$ cat src/rtl/bird_motion_ctrl.sv
`default_nettype none
// ============================================================================
// Module   : bird_motion_ctrl
// Purpose  : Bird controller for the flappy-bird datapath. Combines the bird
//            mode FSM (start / raising / falling / stop) with a vertical
//            position and velocity integrator. Every accepted physics tick
//            runs an erase -> update -> draw handshake with the VGA plotter.
// Ports    : clk        - system clock, all logic on posedge
//            reset      - synchronous, active-high
//            frame_tick - one-cycle physics pulse from the frame timer
//            press_key  - flap button
//            touched    - collision flag from the pipe unit
//            draw_done  - plotter finished the current request
//            draw_req   - plot request (DEL and DRAW states)
//            draw_erase - 1 = background colour, 0 = bird colour
//            bird_y     - current bird row
//            game_over  - high while in STOP
//            frame_miss - one-cycle pulse when a tick arrived mid-handshake
//            state_out  - current state code for the top-level mux
// Options  : BIRD_KEY_EDGE_EN - when defined, a flap is the rising edge of
//            press_key; otherwise the key level flaps every cycle.
// Revision : 1.0 - initial release
// ============================================================================
module bird_motion_ctrl #(
  parameter int Y_W     = 7,
  parameter int V_W     = 5,
  parameter int Y_MIN   = 0,
  parameter int Y_MAX   = 112,
  parameter int Y_START = 60,
  parameter int FLAP_V  = 4,
  parameter int GRAV    = 1,
  parameter int VMAX    = 6
) (
  input  logic           clk,
  input  logic           reset,
  input  logic           frame_tick,
  input  logic           press_key,
  input  logic           touched,
  input  logic           draw_done,
  output logic           draw_req,
  output logic           draw_erase,
  output logic [Y_W-1:0] bird_y,
  output logic           game_over,
  output logic           frame_miss,
  output logic [3:0]     state_out
);

  typedef enum logic [3:0] {
    S_START   = 4'b0000,
    S_RAISING = 4'b0001,
    S_FALLING = 4'b0010,
    S_STOP    = 4'b0011,
    S_DRAW    = 4'b0100,
    S_INIT    = 4'b0110,
    S_UPDATE  = 4'b1110,
    S_DEL     = 4'b1111
  } state_t;

  // Constants pre-sized to the arithmetic widths they are compared against.
  localparam logic signed [Y_W:0]   Y_MIN_X   = (Y_W+1)'(Y_MIN);
  localparam logic signed [Y_W:0]   Y_MAX_X   = (Y_W+1)'(Y_MAX);
  localparam logic [Y_W-1:0]        Y_START_X = Y_W'(Y_START);
  localparam logic signed [V_W:0]   VMAX_X    = (V_W+1)'(VMAX);
  localparam logic signed [V_W:0]   GRAV_X    = (V_W+1)'(GRAV);
  localparam logic signed [V_W-1:0] FLAP_NEG  = V_W'(-FLAP_V);

  state_t                state;
  state_t                state_nxt;
  state_t                after_draw;
  state_t                mode_nxt;
  logic signed [V_W-1:0] vel;
  logic                  flap_pend;
  logic                  hit;
  logic                  flap;

  // --------------------------------------------------------------------------
  // Flap event
  // --------------------------------------------------------------------------
`ifdef BIRD_KEY_EDGE_EN
  logic key_prev;

  // Resetting the history to 1 keeps a key held through reset from flapping.
  always_ff @(posedge clk) begin
    if (reset) begin
      key_prev <= 1'b1;
    end else begin
      key_prev <= press_key;
    end
  end

  assign flap = press_key & ~key_prev;
`else
  assign flap = press_key;
`endif

  // --------------------------------------------------------------------------
  // Physics step evaluated during UPDATE
  // --------------------------------------------------------------------------
  logic signed [V_W:0]   vel_inc;
  logic signed [V_W-1:0] vel_step;
  logic signed [Y_W:0]   y_sum;
  logic [Y_W-1:0]        y_next;
  logic signed [V_W-1:0] vel_next;

  // One extra bit of headroom so vel+GRAV cannot wrap before the VMAX cap.
  assign vel_inc  = $signed({vel[V_W-1], vel}) + GRAV_X;
  assign vel_step = flap_pend          ? FLAP_NEG :
                    (vel_inc > VMAX_X) ? VMAX_X[V_W-1:0] : vel_inc[V_W-1:0];

  // y is zero-extended to a signed Y_W+1 value so an upward step past the
  // ceiling shows up as negative instead of wrapping to a large row.
  assign y_sum = $signed({1'b0, bird_y}) +
                 $signed({{(Y_W+1-V_W){vel_step[V_W-1]}}, vel_step});

  always_comb begin
    y_next   = y_sum[Y_W-1:0];
    vel_next = vel_step;
    if (y_sum < Y_MIN_X) begin
      // Hitting the ceiling kills the upward speed.
      y_next   = Y_MIN_X[Y_W-1:0];
      vel_next = '0;
    end else if (y_sum > Y_MAX_X) begin
      y_next   = Y_MAX_X[Y_W-1:0];
    end
  end

  always_comb begin
    if (hit || (y_next == Y_MAX_X[Y_W-1:0])) begin
      mode_nxt = S_STOP;
    end else if (vel_next[V_W-1]) begin
      mode_nxt = S_RAISING;
    end else begin
      mode_nxt = S_FALLING;
    end
  end

  // --------------------------------------------------------------------------
  // Next-state decode
  // --------------------------------------------------------------------------
  always_comb begin
    state_nxt = state;
    case (state)
      S_INIT:    state_nxt = S_DRAW;
      // A flap arriving together with the tick counts for that tick.
      S_START:   if (frame_tick && (flap_pend || flap)) state_nxt = S_DEL;
      S_RAISING: if (frame_tick) state_nxt = S_DEL;
      S_FALLING: if (frame_tick) state_nxt = S_DEL;
      S_STOP:    if (flap) state_nxt = S_DEL;
      S_DEL:     if (draw_done) state_nxt = S_UPDATE;
      S_UPDATE:  state_nxt = S_DRAW;
      S_DRAW:    if (draw_done) state_nxt = after_draw;
      default:   state_nxt = S_INIT;
    endcase
  end

  // --------------------------------------------------------------------------
  // State, datapath and registered outputs
  // --------------------------------------------------------------------------
  always_ff @(posedge clk) begin
    if (reset) begin
      state      <= S_INIT;
      after_draw <= S_START;
      bird_y     <= Y_START_X;
      vel        <= '0;
      flap_pend  <= 1'b0;
      hit        <= 1'b0;
      draw_req   <= 1'b0;
      draw_erase <= 1'b0;
      game_over  <= 1'b0;
      frame_miss <= 1'b0;
    end else begin
      state      <= state_nxt;
      // Outputs follow the state being entered so they line up with it.
      draw_req   <= (state_nxt == S_DEL) || (state_nxt == S_DRAW);
      draw_erase <= (state_nxt == S_DEL);
      game_over  <= (state_nxt == S_STOP);
      frame_miss <= frame_tick &&
                    ((state == S_DEL) || (state == S_UPDATE) || (state == S_DRAW));

      if (state == S_UPDATE) begin
        // The pending flap is consumed here; a fresh flap this cycle survives.
        flap_pend <= flap;
        if (after_draw == S_STOP) begin
          bird_y     <= Y_START_X;
          vel        <= '0;
          hit        <= touched;
          after_draw <= S_START;
        end else begin
          bird_y     <= y_next;
          vel        <= vel_next;
          hit        <= hit | touched;
          after_draw <= mode_nxt;
        end
      end else begin
        flap_pend <= flap_pend | flap;
        hit       <= hit | touched;
      end
    end
  end

  assign state_out = state;

endmodule
`default_nettype wire

$ cat config.mk
export PLATFORM = sky130hd
export DESIGN_NAME = bird_motion_ctrl
export DESIGN_NICKNAME = d
export VERILOG_FILES = /design/src/rtl/bird_motion_ctrl.sv
export SDC_FILE = /design/constraint.sdc
export NUM_CORES = 1
export LEC_CHECK = 0
export CAP_MARGIN = 20
export CORE_MARGIN = 4
export CORE_UTILIZATION = 50
export CTS_BUF_LIST = sky130_fd_sc_hd__clkbuf_8 sky130_fd_sc_hd__clkbuf_16
export CTS_CLUSTER_DIAMETER = 100
export DETAILED_ROUTE_END_ITERATION = 6
export GPL_TIMING_DRIVEN = 0
export HOLD_SLACK_MARGIN = 0.06
export PLACE_DENSITY_LB_ADDON = 0.05
export REMOVE_ABC_BUFFERS = 1
export SLEW_MARGIN = 20
export SYNTH_ARGS = -nofsm -noshare
export SYNTH_HDL_FRONTEND = slang
export SYNTH_SLANG_ARGS = --single-unit
$ cat constraint.sdc
create_clock -name clk -period 12.05 [get_ports clk]
set_clock_uncertainty 0.05 [all_clocks]
set_input_delay 1.8075 -clock clk [delete_from_list [all_inputs] [get_ports clk]]
set_output_delay 1.8075 -clock clk [all_outputs]
set_load 0.005 [all_outputs]
# --- Word-level counts from Yosys, hierarchy flattened ---
# Cells that the tools add are included.
word_totals:
  ff_bits: 26
  output_inout_bits: 15
  wordCells: 58
classes:
  add_sub_neg: 2
  magnitude_cmp: 3
  eq_ne: 12
  mux: 19
  bitwise: 2
  n_reduce_logical: 10
op_table:
  columns: ["operator", "n"]
  rows:
  - ["4-bit two-way mux", 6]
  - ["4-bit one-hot mux with 6 select lines", 1]
  - ["7-bit two-way mux", 3]
  - ["5-bit two-way mux", 4]
  - ["4-bit by 2-bit == test with 1-bit output, second input constant", 4]
  - ["4-bit by 3-bit == test with 1-bit output, second input constant", 3]
  - ["4-bit == test, second input constant", 3]
  - ["8-bit by 5-bit adder with 8-bit output", 1]
  - ["8-bit > comparator, second input constant", 1]
  - ["8-bit by 1-bit less-than comparator with 1-bit output, second input constant", 1]
  - ["7-bit == test, second input constant", 1]
  - ["5-bit by 2-bit adder with 6-bit output, second input constant", 1]
  - ["6-bit by 4-bit > comparator with 1-bit output, second input constant", 1]
  - ["1-bit logical OR", 5]
  - ["4-bit by 1-bit == test with 1-bit output, second input constant", 1]
  - ["4-bit logical NOT", 1]
  - ["2-bit two-way mux", 2]
  - ["2-bit OR reduction", 2]
  - ["1-bit two-way mux", 3]
  - ["1-bit logical AND", 2]
  - ["1-bit OR", 2]

# --- Logic depth before layout (Yosys ltp) ---
# Gate-level depths: netlist of run 1.
depth:
  ltp_word: 12
  mapped_depth: 20
  mapped_depth_nobuf: 19

# --- Worst setup path before layout of run 1 ---
# Ideal clock, no wire load.
synth_path:
  kind: "flip-flop to flip-flop"
  startpoint: "register vel[1]"
  endpoint: "register bird_y[2]"
  setup_ns: 0.122
  t_arrival_ns: 3.675
  required_time_ns: 11.878
  slack_ns: 8.203
  stages_incl_launch_ff: 20
  n_path_buf: 1
  period_less_slack_ns: 3.847
  path_cell_list: "dfxtp_1 inv_1 ha_1 nor2_1 maj3_2 o22a_1 o31ai_4 inv_1 ha_1 a211o_1 o211ai_2 a21oi_1 o21ai_0 nand2b_1 ha_1 buf_1 nor2b_1 mux2_2 nand4_2 a221o_1"
synth_between:
  elab_chain_len: 9
  elab_cells_between_ends: 10
  cone_classes: "add/sub: 2; order compare: 3; mux: 5"
synth_rtl:
  columns: ["element", "line_no", "rtl"]
  rows:
  - ["from (decl)", "71", "logic signed [V_W-1:0] vel;"]
  - ["from (signal assigned)", "190", "vel <= vel_next;"]
  - ["5-bit by 2-bit adder with 6-bit output (*)", "106", "assign vel_inc = $signed({vel[V_W-1], vel}) + GRAV_X;"]
  - ["6-bit by 4-bit > comparator with 1-bit output", "108", "(vel_inc > VMAX_X) ? VMAX_X[V_W-1:0] : vel_inc[V_W-1:0];"]
  - ["5-bit two-way mux (*)", "108", null]
  - ["5-bit two-way mux (*)", "107", "assign vel_step = flap_pend ? FLAP_NEG :"]
  - ["8-bit by 5-bit adder with 8-bit output (*)", "112", "assign y_sum = $signed({1'b0, bird_y}) +"]
  - ["8-bit > comparator", "122", "end else if (y_sum > Y_MAX_X) begin"]
  - ["7-bit two-way mux", "122", null]
  - ["7-bit two-way mux (*)", "118", "if (y_sum < Y_MIN_X) begin"]
  - ["7-bit two-way mux (*)", "183", "if (after_draw == S_STOP) begin"]
  - ["to (signal assigned)", "189", "bird_y <= y_next;"]
  - ["to (decl)", "42", "output logic [Y_W-1:0] bird_y,"]
# Every way passes the cells marked *; elsewhere a longest branch is shown, timed or not.
# A chain may end at the register's enable or synchronous reset.

# --- Final worst setup path of run 1 ---
layout_path:
  startpoint: "register vel[1]"
  endpoint: "register bird_y[3]"
# The elaborated chain is that of the path after synthesis.

==> metrics.cfg, run 1 <==
[floorplanning]
core_region_area_um2 = 3050
chipWidth_um = 64.7
die_h_um = 64.7
die_area_um2 = 4180
io_pins = 21
start_util_pct = 52.6
rows = 20

[setup_path]
r2r_setup_slack_ps = 7780
cp-end-kind = flip-flop
crit_type = flip-flop to flip-flop
startpoint_type = flip-flop
cp_max_fo = 8
cp.required_ps = 12160
critPathArrivalTime_ps = 4380

[power]
swShare_pct = 27.9
peakVddDrop_uv = 78.0
power_frac_clock_pct = 31.3
p_switching_uw = 49.1
seq_power_share_pct = 48.8
p_comb_share_pct = 19.9
p_int_uw = 127
p_leak_uw = 0.000742
power_density_nw_per_um2 = 94.4

[synthesis]
syn_avg_cell_area_um2 = 8.87
synth_cell_types = 60
async_flop_share_pct = 0
ys_warn_count = 0
synth-edff-count = 0
seq_area_frac_synth_pct = 29.9
synth-seq-cells = 24
ys_dominant_reg_cell = dfxtp_1
syn-cell-area_um2 = 1610
netlist_instances = 181

[route]
first_pass_iters = 4
num_vias = 1383
drt-total-wl_um = 3530
initialDrtViolationCount = 77
postRouteAntennaNets = 0
vias_per_cell = 5.79
remaining_drc_errors = 0
wl_per_cell_um = 14.8

[cells_and_area]
area_delta_synth_final_pct = 16.0
layout_common_cells = dfxtp_1 (24), clkdlybuf4s50_1 (20), nor2_1 (16)
final_area_um2 = 1860
layout.cells.non_filler = 239
n_antenna_cell = 0
finalNetCount = 213
multi_input_area_um2 = 1030
fillers = 300
drive_gt1_share_pct = 10.3
final_common_cell = dfxtp_1
seq_area_um2 = 480

[sta]
setup_violations = 0
maxSlewViolCount = 0
fmax_ghz = 0.234
slew_headroom_pct = 51.9
finalCriticalPeriod_ps = 4270
rsz0062_at_grt = false
period_share_pct = 35.5
fin_tns_setup_ps = 0
hold_violations = 0
hold-worst-slack_ps = 459
tightestPinTransition_ps = 719

[clocking]
post-cts-setup-buffer-count = 0
cts_sinks = 24
cts_tree = done
cts-resized-gates = 0
cts_buffers = 3
h-tree-depth = 1
cts-hold-fix-buffers = 0
clkTransAtPathRegs_ps = 90
cts-root-buf = clkbuf_8
clock_path_buffers = 2
clk_latency_ps = 260

[global_route]
grt_max_degree = 20
grt_usage_pct = 17.4
antenna_found_initial = 0
grt_pass1_wl_um = 5850
grt_pass1_vias = 1271
grt_overflow = 0

[run]
max_cap_violations = 0

[status]
status = completed

[place]
numPlacedInstances = 235
dpl_cell_area_um2 = 1810
gp_congestion = 0.762
port_buffers = 20
dp_hpwl_um = 2630

[hold_path]
hold_path_class = flip-flop to flip-flop

## synthesized netlist by cell type, drive strengths merged (2+ instances only)
library cell / number / area [um^2]
nor2: 16 / 60.1
inv: 11 / 41.3
a221o: 2 / 20.0
ha: 10 / 125
buf: 7 / 41.3
nand2b: 6 / 37.5
nor3: 8 / 45.0
o21ai: 6 / 33.8
o31a: 2 / 17.5
a22oi: 2 / 15.0
dfxtp: 24 / 480
nor3b: 3 / 32.5
a211oi: 3 / 22.5
nor2b: 5 / 31.3
nand2: 11 / 41.3
a221oi: 2 / 17.5
xnor2: 3 / 33.8
clkbuf: 3 / 12.5
nand3: 3 / 15.0
or2: 2 / 12.5
o22a: 2 / 17.5
nand4: 3 / 25.0
xor2: 3 / 26.3
o21bai: 2 / 15.0
a21oi: 12 / 63.8
a31oi: 2 / 12.5
a21o: 5 / 37.5
a32o: 3 / 30.0
## final timing paths
path / startpoint / to / depth (start not counted)
worst max-delay path: vel[1] / bird_y[3] / 18
worst min-delay path: bird_y[0] / bird_y[0] / 1
worst max register to register: vel[1] / bird_y[3] / 18
worst min register to register: bird_y[0] / bird_y[0] / 1
## metal layers
metal	GRT usage, %	vias to the layer above	part of all wire, %
met5	0	-	0
met1	24.9	656	50
li1	-	697	-
met2	27.6	26	46
met4	2.90	0	0.54
met3	2.95	4	3.1
## metrics by stage
step	utilization [%]	setup WS, ps	power (uW)
after floorplan	-	8270	110
after global placement	59.2	7910	121
after detailed placement	59.2	7810	122
after CTS	61.0	7780	176
after global routing	61.0	7530	185
final	61.0	7780	176
## worst max-delay path: stages (launching register included)
cell and delay, ps:
dfxtp_1 400, inv_1 70, ha_1 320, nor2_1 60
maj3_2 290, o22a_1 230, o31ai_4 280, inv_1 80
ha_1 290, a211o_1 310, o211ai_2 110, a21oi_1 100
o21ai_0 190, nand2b_1 90, ha_1 420, nor2b_1 150
mux2_2 180, nand4_2 210, a221o_1 350
## power groups by stage
stage / Sequential, uW / Combinational, uW / Clock, uW
6_report: 85.8 / 34.9 / 55.1
5_1_grt: 86.3 / 38.1 / 60.7
4_1_cts: 85.7 / 34.4 / 55.5
3_5_place_dp: 87.6 / 34.2 / 0
3_3_place_gp: 87.5 / 33.2 / 0
2_1_floorplan: 86.9 / 23.0 / 0
## area by class of cell
| class | count | share of cell area [%] |
|---|---|---|
| Timing Repair Buffer | 20 | 10.8 |
| Inverter | 11 | 2.22 |
| Tap cell | 44 | 2.96 |
| Sequential cell | 24 | 25.8 |
| Multi-Input combinational cell | 136 | 55.3 |
| Clock buffer | 4 | 2.96 |
## logic make-up after synthesis
group	Yosys count	share of synthesized area (%)
AOI/OAI and AO/OA	56	28.0
xor gates and xnor gates	6	3.74
adders and majority gates	12	9.74
buffers and inverters	21	5.92
DFF	24	29.9
muxes	1	0.701
and+or+nand+nor	61	22.0
## sequential cells by signal, indices dropped and copies added (netlist names)
| signal | flops |
|---|---|
| bird_y | 7 |
| vel | 5 |
| state_out | 4 |
| after_draw | 2 |
| draw_erase | 1 |
| draw_req | 1 |
| flap_pend | 1 |
| frame_miss | 1 |
| game_over | 1 |
| hit | 1 |
Note: power is estimated with default switching activity, not from simulation.
==> run 2: changes to the inputs <==
--- a/config.mk
+++ b/config.mk
@@ -7,7 +7,7 @@
 export LEC_CHECK = 0
 export CAP_MARGIN = 20
 export CORE_MARGIN = 4
-export CORE_UTILIZATION = 50
+export CORE_UTILIZATION = 49
 export CTS_BUF_LIST = sky130_fd_sc_hd__clkbuf_8 sky130_fd_sc_hd__clkbuf_16
 export CTS_CLUSTER_DIAMETER = 100
 export DETAILED_ROUTE_END_ITERATION = 6
==> constraint.sdc (replaced) <==
create_clock -name clk -period 3.61 [get_ports clk]
set_clock_uncertainty 0.05 [all_clocks]
set_input_delay 0.5415 -clock clk [delete_from_list [all_inputs] [get_ports clk]]
set_output_delay 0.5415 -clock clk [all_outputs]
set_load 0.005 [all_outputs]
==> run 2 against run 1 <==
The flow now finishes with violations (negative setup slack). Setup slack got worse by 7800 ps. Global-route usage rose by 2.6 points. First-iteration DRC count rose by 21%.
==> metrics.cfg, run 2 (same netlist as run 1, synthesis figures left out) <==
[clocking]
cts_tree = done
cts-root-buf = clkbuf_8
cts-hold-fix-buffers = 0  ; unchanged
clk_latency_ps = 270  ; about the same
cts_buffers = 3  ; unchanged
clock_path_buffers = 2  ; unchanged
clkTransAtPathRegs_ps = 90  ; about the same
h-tree-depth = 1  ; unchanged
cts_sinks = 24  ; unchanged

[place]
port_buffers = 20  ; unchanged
numPlacedInstances = 235  ; unchanged
dp_hpwl_um = 2630  ; about the same
gp_congestion = 0.821  ; +7.7%
dpl_cell_area_um2 = 1810  ; unchanged

[route]
postRouteAntennaNets = 0  ; unchanged
vias_per_cell = 5.73  ; -0.99%
wl_per_cell_um = 15.1  ; +2.2%
remaining_drc_errors = 0  ; unchanged
num_vias = 1461  ; +5.6%
initialDrtViolationCount = 93  ; +21%
drt-total-wl_um = 3850  ; +9.0%
first_pass_iters = 4  ; unchanged

[sta]
fin_tns_setup_ps = -74.3  ; -74.3 ps
tightestPinTransition_ps = 749  ; +29.9 ps
maxSlewViolCount = 0  ; unchanged
layout_setup_ws_ps = -36.2  ; -7810 ps
rsz0062_at_grt = true
period_share_pct = 101  ; +66 points
fmax_ghz = 0.274  ; +17%
hold_violations = 0  ; unchanged
slew_headroom_pct = 49.9  ; -2.0 points
setup_violations = 3  ; +3
finalCriticalPeriod_ps = 3650  ; -627 ps

[setup_path]
startpoint_type = flip-flop
startpoint = vel[1]
crit_type = flip-flop to flip-flop
cp_max_fo = 6  ; -2
cp.required_ps = 3720  ; -8440 ps
ff2ff_path_depth = 17  ; -1
worstReg2RegStart = vel[1]
critPathArrivalTime_ps = 3760  ; -620 ps
reg2reg_to = bird_y[2]
r2r_setup_slack_ps = -40  ; -7810 ps
cp-end-kind = flip-flop

[global_route]
grt_overflow = 0  ; unchanged
grt_max_degree = 20  ; unchanged
grt_pass1_wl_um = 6800  ; +16%
grtUsageMet2_pct = 36.7  ; +9.1 points
antenna_found_initial = 0  ; unchanged
grt_usage_pct = 20.0  ; +2.6 points
met1_usage_pct = 23.7  ; -1.2 points
grt_pass1_vias = 1516  ; +19%
gr-max-usage-layer = met2
met3_usage_pct = 3.08  ; +0.13 points

[hold_path]
min_path_cells = 2  ; +1
hold_path_class = flip-flop to flip-flop
worstHoldEndpoint = vel[1]
worstHoldStart = vel[1]

[cells_and_area]
n_antenna_cell = 0  ; unchanged
final_area_um2 = 2100  ; +13%
finalNetCount = 229  ; +7.5%
area_delta_synth_final_pct = 30.9
layout_common_cells = dfxtp_1 (22), clkdlybuf4s50_1 (20), buf_4 (15)
regMostFlops = bird_y
largest_reg_flops = 7  ; unchanged
final_common_cell = dfxtp_1
drive_gt1_share_pct = 23.7  ; +13 points
layout.cells.non_filler = 255  ; +6.7%

[run]
max_cap_violations = 0  ; unchanged

[floorplanning]
start_util_pct = 51.7  ; -0.85 points
die_area_um2 = 4260  ; +1.8%
rows = 20  ; unchanged
chipWidth_um = 65.2  ; +0.89%
core_region_area_um2 = 3100  ; +1.6%
io_pins = 21  ; unchanged
die_h_um = 65.2  ; +0.89%

[power]
p_leak_uw = 0.000822  ; +11%
power_density_nw_per_um2 = 295  ; +210%
peakVddDrop_uv = 181  ; +130%

[status]
status = complete, but fails checks
violations = negative setup slack

## run 2: what timing repair did
action	4_1_cts	5_1_grt
setup endpoints to repair	13	12
resized for setup	22	4
pin swaps	16	10
setup buffers	14	2
gates cloned	0	0
## run 2: layout make-up
class	count	area [um^2]
fillers	259	1000
multi-input cells	136	1130
flip-flops and latches	24	488
clock buffers	4	55.1
inverters	11	43.8
well taps	44	55.1
repair buffers	36	324
## run 2: report_power, final
part	internal (uW)	total, uW	leakage [uW]	switching, uW
Sequential	270	285	0.000197	14.8
Combinational	72.8	145	0.000596	72.0
Clock	97.6	189	0.0000288	91.4
## run 2: worst max-delay path, stage by stage, from the launching register on
cell	delay, ps
dfxtp_4	370
buf_4	150
ha_4	170
maj3_2	320
o22a_1	220
buf_6	140
o21ai_4	140
nor3b_2	180
ha_2	230
a211o_1	150
o211ai_2	100
buf_4	150
buf_4	120
buf_4	120
buf_4	130
a21oi_1	280
nand4_4	200
a221o_1	330
## run 2: through the flow
stage	util [%]	setup slack [ps]	total power (uW)	hold slack, ps
after floorplan	-	-172	367	410
after global placement	58.2	-537	403	429
after detailed placement	58.2	-651	407	445
after CTS	66.7	-78.0	616	452
after global routing	67.7	-220	646	472
final	67.7	-36.2	619	466
## run 2: worst max path at each step
stage / to / slack [ps]
4_1_cts: bird_y[2] / -80
2_1_floorplan: bird_y[2] / -170
5_1_grt: bird_y[2] / -220
3_5_place_dp: bird_y[2] / -650
6_report: bird_y[2] / -40
3_3_place_gp: bird_y[3] / -540
## run 2: routing by layer
metal | wire length [um] | part of all wire (%) | vias to the layer above
met1 | 1740 | 45 | 696
li1 | - | - | 729
met3 | 114 | 3.0 | 7
met5 | 0 | 0 | -
met4 | 61 | 1.6 | 0
met2 | 1930 | 50 | 29
==> edit 1 (settings of run 1) <==
The parameter `V_W` goes from 5 to 7.
--- a/src/rtl/bird_motion_ctrl.sv
+++ b/src/rtl/bird_motion_ctrl.sv
@@ -23,7 +23,7 @@
 // ============================================================================
 module bird_motion_ctrl #(
   parameter int Y_W     = 7,
-  parameter int V_W     = 5,
+  parameter int V_W     = 7,
   parameter int Y_MIN   = 0,
   parameter int Y_MAX   = 112,
   parameter int Y_START = 60,
Formal check against the unedited RTL: no difference found for any inputs over 10 cycles, from zero or initial values and one cycle with reset high; that may be too few to reach the edited logic, so the function may still have changed.
==> edit 1 against run 1 <==
  * Total power is 18% higher
  * Core utilization is 1.1 points higher
  * Area after synthesis is 5.2% higher
  * Worst setup slack better by 0.026 ns
  * Combinational power is 17% higher
  * Final area is 5.1% higher
  * Sequential cell count is 2 higher
  * Count of clock-buffer cells in the layout is 1 lower
  * Non-clock buffer count stayed put
  * Wire length is 8.9% higher
  * Maximum frequency is 0.62% higher
==> edit 1: results <==
[synthesis]
synth.distinct_cells = 50
synth_mux_area_share_pct = 0
seq_area_frac_synth_pct = 30.81
synth_compound_area_share_pct = 26.89
yosys_warnings = 0
synthTopCellsByArea = "dfxtp_1 (31%), ha_1 (7.4%), nor2_1 (5.3%)"
yosys.area_share.xor_xnor_pct = 4.667
synth_adder_area_share_pct = 8.593
synthTopCellsByCount = "dfxtp_1 (26), nor2_1 (24), nand2_1 (16), a21oi_1 (13)"
async_reset_ff_share_pct = 0

[global_route]
grtUsageMet2_pct = 33.95
met3_usage_pct = 4.422
grt_pass1_vias = 1464
grt_max_degree = 18
track_usage_pct = 19.04
grt_pass1_wl_mm = 6.568
met1_usage_pct = 23.36
antenna_found_initial = 0

[power_and_ir_drop]
vdd_drop_max_mv = 0.08615
p_sw_uw = 53.94
leakage_nw = 0.7743

[setup_path]
critPathArrivalTime_ns = 4.41
path_max_fanout = 10
reg2regPathDepth = 17
endpoint = "vel[0]"
reg2reg_slack_ns = 7.80
worst_setup_path_start_kind = "flip-flop"
r2r-start = "vel[0]"

[clock_tree]
ctsHtreeMaxLevel = 1
cts.reportedPaths.clkPinSlew_ns = 0.09
cts_setup_buffers = 0
clock_latency_ns = 0.27
cts_hold_buf = 0
cts_buffers = 3
cts_buffer_depth = 2
ctsRootBufferMaster = "clkbuf_8"
ctsResizeCount = 0

[place]
gp_congestion = 0.8602
dp.final_hpwl_mm = 3.028
port_buffers = 20

[sta]
tightest_slew_ns = 0.6225

[min_path]
hold_class = "reg -> reg"

[route]
wirelength_mm = 3.844
dr.pass1.iters = 4
drt_iter0_markers = 103
vias_per_cell = 5.814

[cells_and_area]
diodes = 0
final_nets = 237
drive_gt1_share_pct = 5.023

[status]
status = "completed"
-- edit 1: cell count changes after synthesis, sizes merged, moves of 4 or more --
| cell | delta |
|---|---|
| and2 | +4 |
| nand2 | +5 |
| nand3 | +5 |
| nor2 | +8 |
| o21ai | +4 |
-- edit 1: per-stage QoR --
step | worst slack (ns) | std cells | utilization [%] | hold slack [ns] | instance area (µm²)
final | 7.804 | 263 | 62.06 | 0.4500 | 1957
after CTS | 7.794 | 263 | 62.06 | 0.4550 | 1957
after global placement | 7.950 | 259 | 59.80 | 0.4281 | 1886
after global routing | 7.472 | 263 | 62.06 | 0.4876 | 1957
after detailed placement | 7.816 | 259 | 59.80 | 0.4381 | 1886
after floorplan | 8.387 | 195 | - | 0.4101 | 1630
-- edit 1: cell families (layout without fill, tap and decap cells) --
logic type,count (synthesis),in the layout
compound gates,61,61
xor+xnor,9,9
flops,26,26
fa+ha+maj,11,11
buf+inv,20,33
simple gates,79,79
-- edit 1: per-layer routing --
layer,wire length [µm],up-vias,share of wire (%)
li1,-,769,-
met1,1791,721,47
met2,1891,35,49
met3,141,4,3.7
met4,19,0,0.49
met5,0,-,0
-- edit 1: how the worst min path moves through the flow --
| stage | start | end | cells after the start |
|---|---|---|---|
| after CTS | hit | hit | 2 |
| after global routing | bird_y[1] | bird_y[1] | 2 |
| after global placement | bird_y[1] | bird_y[1] | 2 |
| after floorplan | hit | hit | 2 |
| final | bird_y[1] | bird_y[1] | 2 |
| after detailed placement | hit | hit | 2 |
-- edit 1: cell type report --
cell class / count / area (µm²)
Sequential cell: 26 / 520.5
Multi-Input combinational cell: 160 / 1076
Tap cell: 44 / 55.05
Clock buffer: 3 / 41.29
Timing Repair Buffer: 20 / 200.2
Fill cell: 321 / 1196
Inverter: 9 / 33.78
Clock inverter: 1 / 30.03
-- edit 1: power groups by stage --
stage	clock (mW)	combinational (mW)	sequential [mW]
2_1_floorplan	0	0.0259	0.0956
3_3_place_gp	0	0.0393	0.0962
3_5_place_dp	0	0.0405	0.0966
4_1_cts	0.0738	0.0407	0.0946
5_1_grt	0.0768	0.0451	0.0955
6_report	0.0715	0.0408	0.0946
-- edit 1: critical path, cell delays in order, from the launching register on --
cell      delay (ns)
dfxtp_1         0.49
ha_1            0.43
nand4b_1        0.18
o221ai_1        0.12
o211ai_1        0.21
a31oi_4         0.17
a21oi_1         0.31
ha_1            0.29
a21o_1          0.19
nand4_1         0.08
nand3_1         0.12
a21o_1          0.20
a21o_1          0.17
ha_1            0.31
nand2b_1        0.22
or3_1           0.39
nor2_1          0.11
a32o_1          0.16
==> edit 2 (settings of run 1) <==
Without the edit above. Register the output `state_out` once more, without a reset; this adds one clock of latency there. The other outputs are not delayed to match.
--- a/src/rtl/bird_motion_ctrl.sv
+++ b/src/rtl/bird_motion_ctrl.sv
@@ -198,7 +198,9 @@
     end
   end
 
-  assign state_out = state;
+  always_ff @(posedge clk) begin
+    state_out <= state;
+  end
 
 endmodule
 `default_nettype wire
Formal check against the unedited RTL: not equivalent (a bounded check fails within 4 cycles, from zero or initial values and one cycle with reset high).
==> edit 2 against run 1 <==
  * Worst hold slack got worse by 0.024 ns
  * Worst setup slack worse by 0.17 ns
  * Total power up 9.5%
  * Area after synthesis shrank 3.7%
  * Count of clock-buffer cells in the layout is the same
  * First-iteration DRC count fell by 1.3%
  * Final area shrank 2.8%
  * Sequential cell count grew 4
  * Wire length shrank 5.8%
  * Via count shrank 1.0%
  * Core utilization up 2.5 points
  * Clock power grew 4.4%
  * Largest power group unchanged
==> edit 2: results <==
[setup_path]
r2r-start = "vel[0]"
max_stage_delay_ns = 0.57
critPathArrivalTime_ns = 4.61
reg2reg_slack_ns = 7.61
reg2regPathDepth = 15
endpoint = "after_draw[1]"
cpMaxStageDelayCell = "or4b_1"
path_max_fanout = 7

[synthesis]
synth_mux_area_share_pct = 1.294
synthTopCellsByCount = "dfxtp_1 (28), nor2_1 (19), nand2_1 (17), a21oi_1 (16), ha_1 (10)"
synth.distinct_cells = 44
seq_area_frac_synth_pct = 36.25
yosys.area_share.xor_xnor_pct = 3.398
synth_compound_area_share_pct = 23.87
synthCells = 186
synth_adder_area_share_pct = 9.385

[route]
wirelength_mm = 3.326
drt_iter0_markers = 76
vias = 1369
dr.pass1.iters = 5

[sta]
tightest_slew_ns = 0.6860
fmax_ghz = 0.2252
setup_ws_ns = 7.609
setup_violations = 0
holdWs_ns = 0.4353

[power_and_ir_drop]
vdd_drop_max_mv = 0.07422
leakage_nw = 0.7099

[global_route]
grt_pass1_wl_mm = 5.651
grt_pass1_vias = 1339
track_usage_pct = 16.90

[place]
gp_congestion = 0.8681
post-place-ws_ns = 7.735
dp.final_hpwl_mm = 2.399
place_inst = 229
placedInstanceArea_um2 = 1755

[status]
status = "completed"

[cells_and_area]
fillers = 243
final_cells = 233
final_nets = 220
drive_gt1_share_pct = 3.960

[min_path]
hold_depth = 2
hp-start = "bird_y[6]"

[clock_tree]
cts_setup_buffers = 0
edit 2: cell count changes in the layout (fill, tap and decap cells not counted), moves of 3 or more:
cell	run 1	this run
nand2_1	11	17
nand3_1	3	7
nor2_1	16	19
nor2b_1	5	2
a21oi_1	11	16
dfxtp_1	24	28
xnor2_1	2	5
edit 2: where the power goes:
group / internal, mW / leakage (nW) / switching, mW
registers: 0.0959 / 0.228 / 0.00410
clock network: 0.0293 / 0.0288 / 0.0283
logic: 0.0170 / 0.453 / 0.0179
edit 2: layout make-up:
type / count / area (µm²) / area share [%]
clock buffer: 4 / 55.05 / 3.041
inverter: 9 / 33.78 / 1.866
multi-input combinational: 141 / 922.1 / 50.93
sequential: 28 / 560.5 / 30.96
tap: 31 / 38.79 / 2.142
timing repair buffer: 20 / 200.2 / 11.06
edit 2: layer usage:
layer	GRT usage [%]	share of wire, %
met2	27.64	45
met3	4.085	3.5
met5	0	0
met1	21.81	50
met4	5.121	1.5
